$ cat src/rtl/fetch_issue_unit.sv
// Instruction fetch front end: credit-limited imem requests, in-order tag FIFO,
// response buffer presented to decode with valid/ready, redirect and HALT handling.
module fetch_issue_unit #(
  parameter int                ADDR_W    = 16,
  parameter logic [ADDR_W-1:0] RESET_PC  = 16'h0000,
  parameter int                MAX_OUTST = 2
) (
  input  logic              clk,
  input  logic              rst_n,
  output logic              imem_req,
  output logic [ADDR_W-1:0] imem_addr,
  input  logic              imem_gnt,
  input  logic              imem_rvalid,
  input  logic [15:0]       imem_rdata,
  input  logic              redirect,
  input  logic [ADDR_W-1:0] redirect_pc,
  output logic              dec_valid,
  input  logic              dec_ready,
  output logic [15:0]       dec_instr,
  output logic [ADDR_W-1:0] dec_pc_plus2,
  output logic              halted
);

  localparam int                PW         = (MAX_OUTST > 1) ? $clog2(MAX_OUTST) : 1;
  localparam int                CW         = $clog2(MAX_OUTST + 1);
  localparam logic [CW:0]       MAX_CREDIT = (CW+1)'(MAX_OUTST);
  localparam logic [15:0]       NOP_INSTR  = 16'h0800;
  localparam logic [ADDR_W-1:0] PC_STEP    = ADDR_W'(2);

  typedef enum logic {RUN, HALT} state_t;

  state_t            state_reg, state_next;
  logic [ADDR_W-1:0] fetch_pc_reg, fetch_pc_next;
  logic [CW-1:0]     outst_reg, outst_next;
  logic [CW-1:0]     drop_reg, drop_next;
  logic [CW-1:0]     buf_count_reg, buf_count_next;
  logic [PW-1:0]     buf_wr_reg, buf_wr_next, buf_rd_reg, buf_rd_next;
  logic [PW-1:0]     tag_wr_reg, tag_wr_next, tag_rd_reg, tag_rd_next;

  logic [15:0]       buf_instr_mem [MAX_OUTST];
  logic [ADDR_W-1:0] buf_pc2_mem   [MAX_OUTST];
  logic [ADDR_W-1:0] tag_mem       [MAX_OUTST];

  logic credit_ok, issue, resp, halt_accept, flush, push, pop;

  // Credits cover both in-flight requests and buffered words, so a response always has a slot.
  assign credit_ok = ({1'b0, outst_reg} + {1'b0, buf_count_reg}) < MAX_CREDIT;
  assign imem_req  = rst_n && (state_reg == RUN) && !redirect && credit_ok;
  assign imem_addr = fetch_pc_reg;

  assign dec_valid    = (state_reg == RUN) && (buf_count_reg != '0);
  assign dec_instr    = dec_valid ? buf_instr_mem[buf_rd_reg] : NOP_INSTR;
  assign dec_pc_plus2 = dec_valid ? buf_pc2_mem[buf_rd_reg] : '0;
  assign halted       = (state_reg == HALT);

  assign issue       = imem_req && imem_gnt;
  assign resp        = imem_rvalid && (outst_reg != '0);
  assign halt_accept = dec_valid && dec_ready && (dec_instr[15:11] == 5'b00000);
  assign flush       = redirect || halt_accept;
  assign push        = resp && (drop_reg == '0) && !flush;
  assign pop         = dec_valid && dec_ready && !flush;

  always_comb begin
    state_next     = state_reg;
    fetch_pc_next  = fetch_pc_reg;
    outst_next     = outst_reg + CW'(issue) - CW'(resp);
    drop_next      = drop_reg;
    buf_count_next = buf_count_reg + CW'(push) - CW'(pop);
    buf_wr_next    = buf_wr_reg + PW'(push);
    buf_rd_next    = buf_rd_reg + PW'(pop);
    tag_wr_next    = tag_wr_reg + PW'(issue);
    tag_rd_next    = tag_rd_reg + PW'(push);

    if (resp && (drop_reg != '0))
      drop_next = drop_reg - CW'(1);
    if (issue)
      fetch_pc_next = fetch_pc_reg + PC_STEP;

    // Every request still in flight after this cycle becomes stale.
    if (flush) begin
      drop_next      = outst_next;
      buf_count_next = '0;
      buf_wr_next    = '0;
      buf_rd_next    = '0;
      tag_wr_next    = '0;
      tag_rd_next    = '0;
    end

    if (redirect) begin
      state_next    = RUN;
      fetch_pc_next = redirect_pc;
    end else if (halt_accept) begin
      state_next = HALT;
    end
  end

  always_ff @(posedge clk or negedge rst_n) begin
    if (!rst_n) begin
      state_reg     <= RUN;
      fetch_pc_reg  <= RESET_PC;
      outst_reg     <= '0;
      drop_reg      <= '0;
      buf_count_reg <= '0;
      buf_wr_reg    <= '0;
      buf_rd_reg    <= '0;
      tag_wr_reg    <= '0;
      tag_rd_reg    <= '0;
    end else begin
      state_reg     <= state_next;
      fetch_pc_reg  <= fetch_pc_next;
      outst_reg     <= outst_next;
      drop_reg      <= drop_next;
      buf_count_reg <= buf_count_next;
      buf_wr_reg    <= buf_wr_next;
      buf_rd_reg    <= buf_rd_next;
      tag_wr_reg    <= tag_wr_next;
      tag_rd_reg    <= tag_rd_next;
    end
  end

  // Storage needs no reset: contents are only observed through valid counts.
  always_ff @(posedge clk) begin
    if (issue)
      tag_mem[tag_wr_reg] <= fetch_pc_reg + PC_STEP;
    if (push) begin
      buf_instr_mem[buf_wr_reg] <= imem_rdata;
      buf_pc2_mem[buf_wr_reg]   <= tag_mem[tag_rd_reg];
    end
  end

endmodule

$ cat config.mk
export PLATFORM = sky130hd
export DESIGN_NAME = fetch_issue_unit
export DESIGN_NICKNAME = d
export VERILOG_FILES = /design/src/rtl/fetch_issue_unit.sv
export SDC_FILE = /design/constraint.sdc
export NUM_CORES = 1
export LEC_CHECK = 0
export CORE_ASPECT_RATIO = 1.5
export CORE_MARGIN = 5
export CORE_UTILIZATION = 40
export CTS_CLUSTER_SIZE = 20
export DETAILED_ROUTE_END_ITERATION = 7
export GPL_TIMING_DRIVEN = 0
export PLACE_DENSITY = 0.71
export SKIP_CTS_REPAIR_TIMING = 1
export SLEW_MARGIN = 20
export SYNTH_ARGS = -nofsm -noshare
export SYNTH_HDL_FRONTEND = slang
export SYNTH_SLANG_ARGS = --single-unit
$ cat constraint.sdc
create_clock -name clk -period 4 [get_ports clk]
set_input_delay 0.4 -clock clk [delete_from_list [all_inputs] [get_ports clk]]
set_output_delay 0.4 -clock clk [all_outputs]
set_load 0.05 [all_outputs]
==> results of run 1 <==
worst register-to-register path, cell delays in order, from the launching register on:
cell and delay, ns:
dfrtp_1 0.40, and2_1 0.18, fa_1 0.49, nor4b_4 0.53, nand3b_2 0.18, inv_1 0.18, buf_4 0.22, ha_1 0.67
kinds of logic after synthesis:
| group | share of synthesized area |
|---|---|
| xor gates and xnor gates | 0.0328 |
| AOI/OAI and AO/OA | 0.0476 |
| DFF | 0.667 |
| buffers and inverters | 0.0260 |
| muxes | 0.104 |
| and+or+nand+nor | 0.0954 |
| adders and majority gates | 0.0272 |
through the flow:
stage / hold slack (ns) / setup WS [ns] / setup TNS, ns
global placement: 0.475 / -0.128 / -4.11
finish: 0.0270 / 0.568 / 0
global route: 0.0776 / 0.443 / 0
CTS: 0.0529 / 0.518 / 0
detailed placement: 0.482 / 0.747 / 0
floorplan: 0.104 / 0.910 / 0
placed cells by master (no fill, tap or decap), drive strengths merged, types with 2 or more instances in the layout:
cell type,n
nand3,12
edfxtp,96
a21oi,4
buf,14
mux2,19
nor4,4
bufinv,2
clkdlybuf4s50,86
clkinv,4
and2,2
or4,2
clkbuf,33
ha,10
nand4,4
nor3,5
nor2,45
inv,10
nor3b,2
or3,2
clkinvlp,2
nor2b,2
a31oi,3
nand2,8
xnor2,11
dfrtp,27
a221o,8
nand3b,3
o21ai,2
and4,3
mux2i,34
xor2,9
o211ai,2
a22oi,6
a21o,5
Yosys cell counts (2+ instances only):
master | instances | share of area
edfxtp_1 | 96 | 0.54
nor2_1 | 45 | 0.032
mux2i_1 | 34 | 0.064
dfrtp_1 | 27 | 0.13
mux2_2 | 19 | 0.040
nand3_1 | 11 | 0.010
xnor2_1 | 11 | 0.018
ha_1 | 10 | 0.023
inv_1 | 10 | 0.0070
xor2_1 | 9 | 0.015
a221o_1 | 8 | 0.015
buf_2 | 8 | 0.0075
clkbuf_1 | 8 | 0.0056
nand2_1 | 8 | 0.0056
a22oi_1 | 6 | 0.0084
a21o_1 | 5 | 0.0070
nor3_1 | 5 | 0.0047
a21oi_1 | 4 | 0.0038
nand4_1 | 4 | 0.0047
a31oi_1 | 3 | 0.0035
and4_1 | 3 | 0.0049
nor4_1 | 3 | 0.0035
and2_1 | 2 | 0.0023
buf_4 | 2 | 0.0028
nand3b_1 | 2 | 0.0028
nor2b_1 | 2 | 0.0023
nor3b_1 | 2 | 0.0028
o211ai_1 | 2 | 0.0028
or3_1 | 2 | 0.0023
or4_1 | 2 | 0.0028
power by group through the flow:
stage / Combinational (mW) / Sequential, mW / Clock, mW
2_1_floorplan: 0.712 / 1.70 / 0
6_report: 1.14 / 1.60 / 1.47
5_1_grt: 1.23 / 1.61 / 1.56
3_3_place_gp: 1.12 / 1.62 / 0
4_1_cts: 1.16 / 1.60 / 1.50
3_5_place_dp: 1.16 / 1.62 / 0
cell type report:
class / count / share of cell area
buffer: 20 / 0.0144
clock buffer: 24 / 0.0686
clock inverter: 8 / 0.0135
inverter: 10 / 0.00535
multi-input combinational: 214 / 0.234
sequential: 123 / 0.507
tap: 159 / 0.0283
timing repair buffer: 89 / 0.129
worst paths after layout:
| kind | slack [ns] | end | startpoint |
|---|---|---|---|
| max reg2reg | 0.76 | tag_mem[1][9] | buf_count_reg[0] |
| max | 0.57 | imem_req | buf_count_reg[0] |
| max in group asynchronous | 3.53 | imem_addr[2] | rst_n |
| min in group clk | 0.51 | tag_mem[0][0] | imem_addr[0] |
| min reg2reg | 0.51 | tag_mem[0][0] | imem_addr[0] |
| min | 0.03 | halted | rst_n |
metal layers:
| layer | part of all wire | vias up |
|---|---|---|
| li1 | - | 1583 |
| met4 | 0.020 | 0 |
| met1 | 0.40 | 1574 |
| met2 | 0.53 | 109 |
| met3 | 0.047 | 15 |
| met5 | 0 | - |
==> metrics.txt, run 1 <==
# TYPE chip_impl_metric gauge
chip_impl_metric{name="place.detailed.hpwl",unit="mm"} 7.87
chip_impl_metric{name="grt_overflow",unit=""} 0
chip_impl_metric{name="finalHoldViolations",unit=""} 0
chip_impl_metric{name="arrival",unit="ns"} 3.03
chip_impl_metric{name="n_antenna_cell",unit=""} 0
chip_impl_metric{name="synth.avg_cell_area",unit="sq um"} 14.5
chip_impl_metric{name="htree_levels",unit=""} 4
chip_impl_metric{name="sequential_cell_area_in_the_final_layout",unit="sq mm"} 0.00356
chip_impl_metric{name="fp.dieW",unit="um"} 104
chip_impl_metric{name="num-fill-cells",unit=""} 1106
chip_impl_info{name="path_cells",value="and2_1 > fa_1 > nor4b_4 > nor2b_1 > clkdlybuf4s50_1"} 1
chip_impl_metric{name="drive_above_1_share",unit=""} 0.143
chip_impl_info{name="rsz0062_at_grt",value="no"} 1
chip_impl_metric{name="grtUsageMet2",unit=""} 0.252
chip_impl_metric{name="fmaxAchievable",unit="GHz"} 0.291
chip_impl_metric{name="yosys_register_bits",unit=""} 123
chip_impl_metric{name="drt_drc_violations_left",unit=""} 0
chip_impl_metric{name="comb_power_share",unit=""} 0.271
chip_impl_metric{name="finalWeightedCongestion",unit=""} 0.793
chip_impl_metric{name="port_buffers",unit=""} 87
chip_impl_metric{name="post-layout-total-power",unit="mW"} 4.22
chip_impl_metric{name="ant_nets",unit=""} 0
chip_impl_metric{name="internal_power",unit="mW"} 2.93
chip_impl_metric{name="synthArstFlopShare",unit=""} 0.220
chip_impl_info{name="ys.flop_type",value="edfxtp_1"} 1
chip_impl_metric{name="period_share",unit=""} 0.858
chip_impl_metric{name="share_seq_of_total_power",unit=""} 0.379
chip_impl_metric{name="placed_area",unit="sq mm"} 0.00644
chip_impl_metric{name="ys.warnings.count",unit=""} 0
chip_impl_metric{name="layout.cells.non_filler",unit=""} 647
chip_impl_info{name="endpoint_kind",value="primary output"} 1
chip_impl_metric{name="finish.net_count",unit=""} 524
chip_impl_metric{name="clock-sinks",unit=""} 123
chip_impl_metric{name="antenna_found_initial",unit=""} 0
chip_impl_metric{name="die_h",unit="um"} 151
chip_impl_info{name="hp-class",value="input port to async pin"} 1
chip_impl_metric{name="maximum_number_of_pins_on_one_net_before_global_route_repair",unit=""} 29
chip_impl_metric{name="vias_in_the_first_global_route",unit=""} 3557
chip_impl_metric{name="clk_pin_slew",unit="ns"} 0.05
chip_impl_metric{name="synth_enable_flop_cells",unit=""} 96
chip_impl_metric{name="areaGrowthSynthToFinish",unit="%"} 31.6
chip_impl_info{name="start_kind",value="register"} 1
chip_impl_metric{name="switchingPower",unit="mW"} 1.29
chip_impl_metric{name="critical_path.max_stage_delay",unit="ns"} 0.82
chip_impl_metric{name="worst-r2r-cell-count",unit=""} 7
chip_impl_metric{name="finalClockSkew",unit="ns"} 0.00885
chip_impl_metric{name="post_synth_inst_count",unit=""} 367
chip_impl_metric{name="clkPwrFrac",unit=""} 0.349
chip_impl_metric{name="finalInstanceArea",unit="sq mm"} 0.00702
chip_impl_metric{name="max_slew.worst_pin.slew",unit="ns"} 0.750
chip_impl_metric{name="static-leakage-power",unit="nW"} 2.52
chip_impl_metric{name="vias",unit=""} 3281
chip_impl_metric{name="p_per_area",unit="mW/mm^2"} 601
chip_impl_metric{name="floorplan.initialDensity",unit=""} 0.410
chip_impl_metric{name="drt-vias-per-instance",unit=""} 5.07
chip_impl_metric{name="ctsLongestPathBuffers",unit=""} 2
chip_impl_metric{name="grt.total_usage",unit=""} 0.143
chip_impl_metric{name="final-setup-viol-count",unit=""} 0
chip_impl_metric{name="boundaryPins",unit=""} 89
chip_impl_metric{name="detail_route.wirelength",unit="mm"} 10.7
chip_impl_metric{name="final_core_util",unit=""} 0.539
chip_impl_metric{name="ir_drop",unit="mV"} 0.319
chip_impl_metric{name="global_route.usage.met1",unit=""} 0.158
chip_impl_metric{name="critical_path_required",unit="ns"} 3.60
chip_impl_metric{name="timing.critical_path.fanout_max",unit=""} 6
chip_impl_metric{name="dr.pass1.iters",unit=""} 4
chip_impl_metric{name="dr.first_iter.drc_count",unit=""} 172
chip_impl_metric{name="cts_buffer_count",unit=""} 17
chip_impl_metric{name="multiInputGateArea",unit="sq mm"} 0.00164
chip_impl_info{name="clock-root-buffer",value="clkbuf_16"} 1
chip_impl_metric{name="power.switching_fraction",unit=""} 0.306
chip_impl_metric{name="wire_length_of_the_first_global_routing_pass",unit="mm"} 17.8
chip_impl_metric{name="drv_cap",unit=""} 0
chip_impl_metric{name="worst-path-buf-inv",unit=""} 1
chip_impl_metric{name="slew_viol_final",unit=""} 0
chip_impl_metric{name="critical_path_stages",unit=""} 5
chip_impl_info{name="cts_tree",value="done"} 1
chip_impl_metric{name="avgRoutedWirePerCell",unit="um"} 16.6
chip_impl_metric{name="timing.slew.headroom",unit=""} 0.500
chip_impl_metric{name="gr-usage-met3",unit=""} 0.0439
chip_impl_metric{name="area_of_the_placeable_core",unit="sq mm"} 0.0130
chip_impl_metric{name="rows",unit=""} 51
chip_impl_metric{name="synth.cell_area",unit="sq mm"} 0.00534
chip_impl_metric{name="syn-num-nets",unit=""} 416
chip_impl_info{name="worst-setup-path-type",value="register to primary output"} 1
chip_impl_info{name="run_status",value="completed"} 1
chip_impl_info{name="global_route.peak_usage_layer",value="met2"} 1
chip_impl_info{name="path_delay_family",value="simple AND/OR/NAND/NOR gates"} 1
chip_impl_metric{name="ys_seq_area_frac",unit=""} 0.667
chip_impl_metric{name="dp.cells",unit=""} 615
chip_impl_info{name="biggestRegsByFlops",value="buf_instr_mem (32), buf_pc2_mem (32), tag_mem (32)"} 1
chip_impl_metric{name="synth_cell_types",unit=""} 44
chip_impl_metric{name="post-route-min-period",unit="ns"} 3.43
chip_impl_metric{name="worst_skew_pair.late_latency",unit="ns"} 0.41
chip_impl_metric{name="fp.dieArea",unit="sq mm"} 0.0158
chip_impl_info{name="cp_max_stage_cell",value="clkdlybuf4s50_1"} 1
Note: power is estimated with default switching activity, not from simulation.
==> inputs of run 2 (changes only) <==
- CTS_CLUSTER_SIZE: 20 -> not set
==> results of run 2 <==
The final DEF is identical to that of run 1; final timing and power are the same.
==> inputs of run 3 (changes only) <==
- clock period: 4 -> 3.35 ns (I/O delays scaled with it)
==> run 3 against run 2 <==
Critical endpoint is now drop_reg[1]. Clock-buffer cell count unchanged. Register-to-register slack lost 0.54 ns. Clock skew hardly changed. Global-route usage stayed put. The run now ends with hold timing left. Final area is 0.11% higher. Die area unchanged. Largest cell class unchanged. Critical path type is now register to register. Sequential power increased by 19%. Total power grew 19%. Clock power increased by 20%. Cell count unchanged.
==> metrics.txt, run 3 (synthesis gave the netlist of run 1 again) <==
# TYPE chip_impl_metric gauge
chip_impl_info{name="run_status",value="finished, violations left"} 1
chip_impl_info{name="failed_checks",value="hold timing"} 1
chip_impl_metric{name="vias",unit=""} 3286
chip_impl_info{name="endpoint_kind",value="register"} 1
chip_impl_metric{name="ctsLongestPathBuffers",unit=""} 2
chip_impl_metric{name="static-leakage-power",unit="nW"} 2.53
chip_impl_metric{name="drt_drc_violations_left",unit=""} 0
chip_impl_metric{name="final.hold.worst_slack",unit="ns"} -0.0366
chip_impl_info{name="clock-root-buffer",value="clkbuf_16"} 1
chip_impl_metric{name="port_buffers",unit=""} 87
chip_impl_info{name="rsz0062_at_grt",value="no"} 1
chip_impl_info{name="hp-class",value="input port to async pin"} 1
chip_impl_metric{name="dr.first_iter.drc_count",unit=""} 173
chip_impl_metric{name="fp.dieW",unit="um"} 104
chip_impl_metric{name="grt_overflow",unit=""} 0
chip_impl_metric{name="n_antenna_cell",unit=""} 0
chip_impl_metric{name="floorplan.initialDensity",unit=""} 0.410
chip_impl_info{name="final_cell_mix",value="edfxtp_1, clkdlybuf4s50_1, nor2_1"} 1
chip_impl_metric{name="finalClockSkew",unit="ns"} 0.00901
chip_impl_metric{name="clock-sinks",unit=""} 123
chip_impl_info{name="cts_tree",value="done"} 1
chip_impl_info{name="start_kind",value="register"} 1
chip_impl_metric{name="ant_nets",unit=""} 0
chip_impl_metric{name="maximum_number_of_pins_on_one_net_before_global_route_repair",unit=""} 29
chip_impl_metric{name="worst_skew_pair.late_latency",unit="ns"} 0.41
chip_impl_metric{name="num-fill-cells",unit=""} 1106
chip_impl_metric{name="timing.critical_path.fanout_max",unit=""} 10
chip_impl_metric{name="drv_cap",unit=""} 0
chip_impl_metric{name="place.detailed.hpwl",unit="mm"} 7.87
chip_impl_metric{name="finish.net_count",unit=""} 524
chip_impl_metric{name="cts_buffer_count",unit=""} 17
chip_impl_metric{name="clk_pin_slew",unit="ns"} 0.05
chip_impl_metric{name="drt-vias-per-instance",unit=""} 5.08
chip_impl_metric{name="vias_in_the_first_global_route",unit=""} 3557
chip_impl_metric{name="detail_route.wirelength",unit="mm"} 10.7
chip_impl_metric{name="period_share",unit=""} 0.936
chip_impl_metric{name="fp.dieArea",unit="sq mm"} 0.0158
chip_impl_info{name="biggestRegsByFlops",value="buf_instr_mem (32), buf_pc2_mem (32), tag_mem (32)"} 1
chip_impl_metric{name="die_h",unit="um"} 151
chip_impl_metric{name="antenna_found_initial",unit=""} 0
chip_impl_metric{name="ir_drop",unit="mV"} 0.381
chip_impl_info{name="worst-setup-path-type",value="register to register"} 1
chip_impl_metric{name="setup-tns-final",unit="ns"} 0
chip_impl_metric{name="finalHoldViolations",unit=""} 27
chip_impl_metric{name="finalInstanceArea",unit="sq mm"} 0.00703
chip_impl_metric{name="grt.total_usage",unit=""} 0.143
chip_impl_metric{name="drive_above_1_share",unit=""} 0.148
chip_impl_info{name="final_common_cell",value="edfxtp_1"} 1
chip_impl_metric{name="finalWeightedCongestion",unit=""} 0.793
chip_impl_metric{name="p_per_area",unit="mW/mm^2"} 716
chip_impl_metric{name="timing.slew.headroom",unit=""} 0.546
chip_impl_metric{name="slew_viol_final",unit=""} 0
chip_impl_metric{name="pre_cts_ws",unit="ns"} 0.0966
chip_impl_metric{name="area_of_the_placeable_core",unit="sq mm"} 0.0130
chip_impl_metric{name="critical_path_required",unit="ns"} 3.64
chip_impl_metric{name="placed_area",unit="sq mm"} 0.00644
chip_impl_metric{name="areaGrowthSynthToFinish",unit="%"} 31.8
chip_impl_metric{name="max_slew.worst_pin.slew",unit="ns"} 0.681
chip_impl_metric{name="fmaxAchievable",unit="GHz"} 0.319
chip_impl_metric{name="boundaryPins",unit=""} 89
chip_impl_metric{name="dr.pass1.iters",unit=""} 4
chip_impl_metric{name="arrival",unit="ns"} 3.43
chip_impl_metric{name="postLayoutSetupSlackWorst",unit="ns"} 0.216
chip_impl_metric{name="avgRoutedWirePerCell",unit="um"} 16.6
chip_impl_metric{name="rows",unit=""} 51
chip_impl_metric{name="final-setup-viol-count",unit=""} 0
chip_impl_metric{name="htree_levels",unit=""} 4
chip_impl_metric{name="wire_length_of_the_first_global_routing_pass",unit="mm"} 17.8
chip_impl_metric{name="post-route-min-period",unit="ns"} 3.13
-- run 3: changes by cell type in the layout (fill, tap and decap cells not counted) --
cell             change
clkdlybuf4s50_1      -1
dlymetal6s2s_1       +1
ha_1                 -2
ha_2                 +2
-- run 3: critical path, stage by stage (launching register included) --
cell and delay [ns]:
dfrtp_1 0.40, and2_1 0.18, fa_1 0.48, nor4b_4 0.48, nand3b_2 0.18, buf_2 0.23
ha_1 0.29, inv_1 0.04, ha_1 0.18, xnor2_1 0.19, xnor2_1 0.10, mux2_2 0.26
-- run 3: path summary, 6_finish.rpt --
check | endpoint | depth (start not counted) | startpoint | slack (ns)
hold reg to reg | tag_mem[0][0] | 0 | imem_addr[0] | 0.51
max in group asynchronous | imem_addr[2] | 1 | rst_n | 2.94
setup / recovery | drop_reg[1] | 11 | buf_count_reg[0] | 0.22
setup reg to reg | drop_reg[1] | 11 | buf_count_reg[0] | 0.22
min in group clk | imem_addr[2] | 3 | redirect_pc[2] | 0.49
hold / removal | halted | 1 | rst_n | -0.04
-- run 3: power breakdown --
group,internal [mW],switching [mW]
clock,1.15,0.611
combinational,0.517,0.847
sequential,1.83,0.0828
-- run 3: routing by layer --
metal	routed length, um	vias up	GRT usage	part of all wire
met5	0	-	0	0
met4	179	0	0.0661	0.017
met2	5760	96	0.252	0.54
li1	-	1584	-	-
met1	4310	1593	0.158	0.40
met3	469	13	0.0439	0.044
-- run 3: area by class of cell --
type,instances,area (sq um),area share
Buffer,20,101,0.0144
Clock buffer,24,482,0.0685
Clock inverter,8,95.1,0.0135
Inverter,10,37.5,0.00534
Multi-Input combinational cell,214,1650,0.234
Sequential cell,123,3560,0.506
Tap cell,159,199,0.0283
Timing Repair Buffer,89,908,0.129
-- run 3: stage by stage --
step	power [mW]	utilization	std cells	hold WS (ns)
3_3_place_gp	3.28	0.492	613	0.475
5_1_grt	5.26	0.540	647	0.0126
2_1_floorplan	2.87	-	367	0.0394
3_5_place_dp	3.32	0.495	615	0.417
6_report	5.03	0.540	647	-0.0366
4_1_cts	5.09	0.539	647	-0.0121
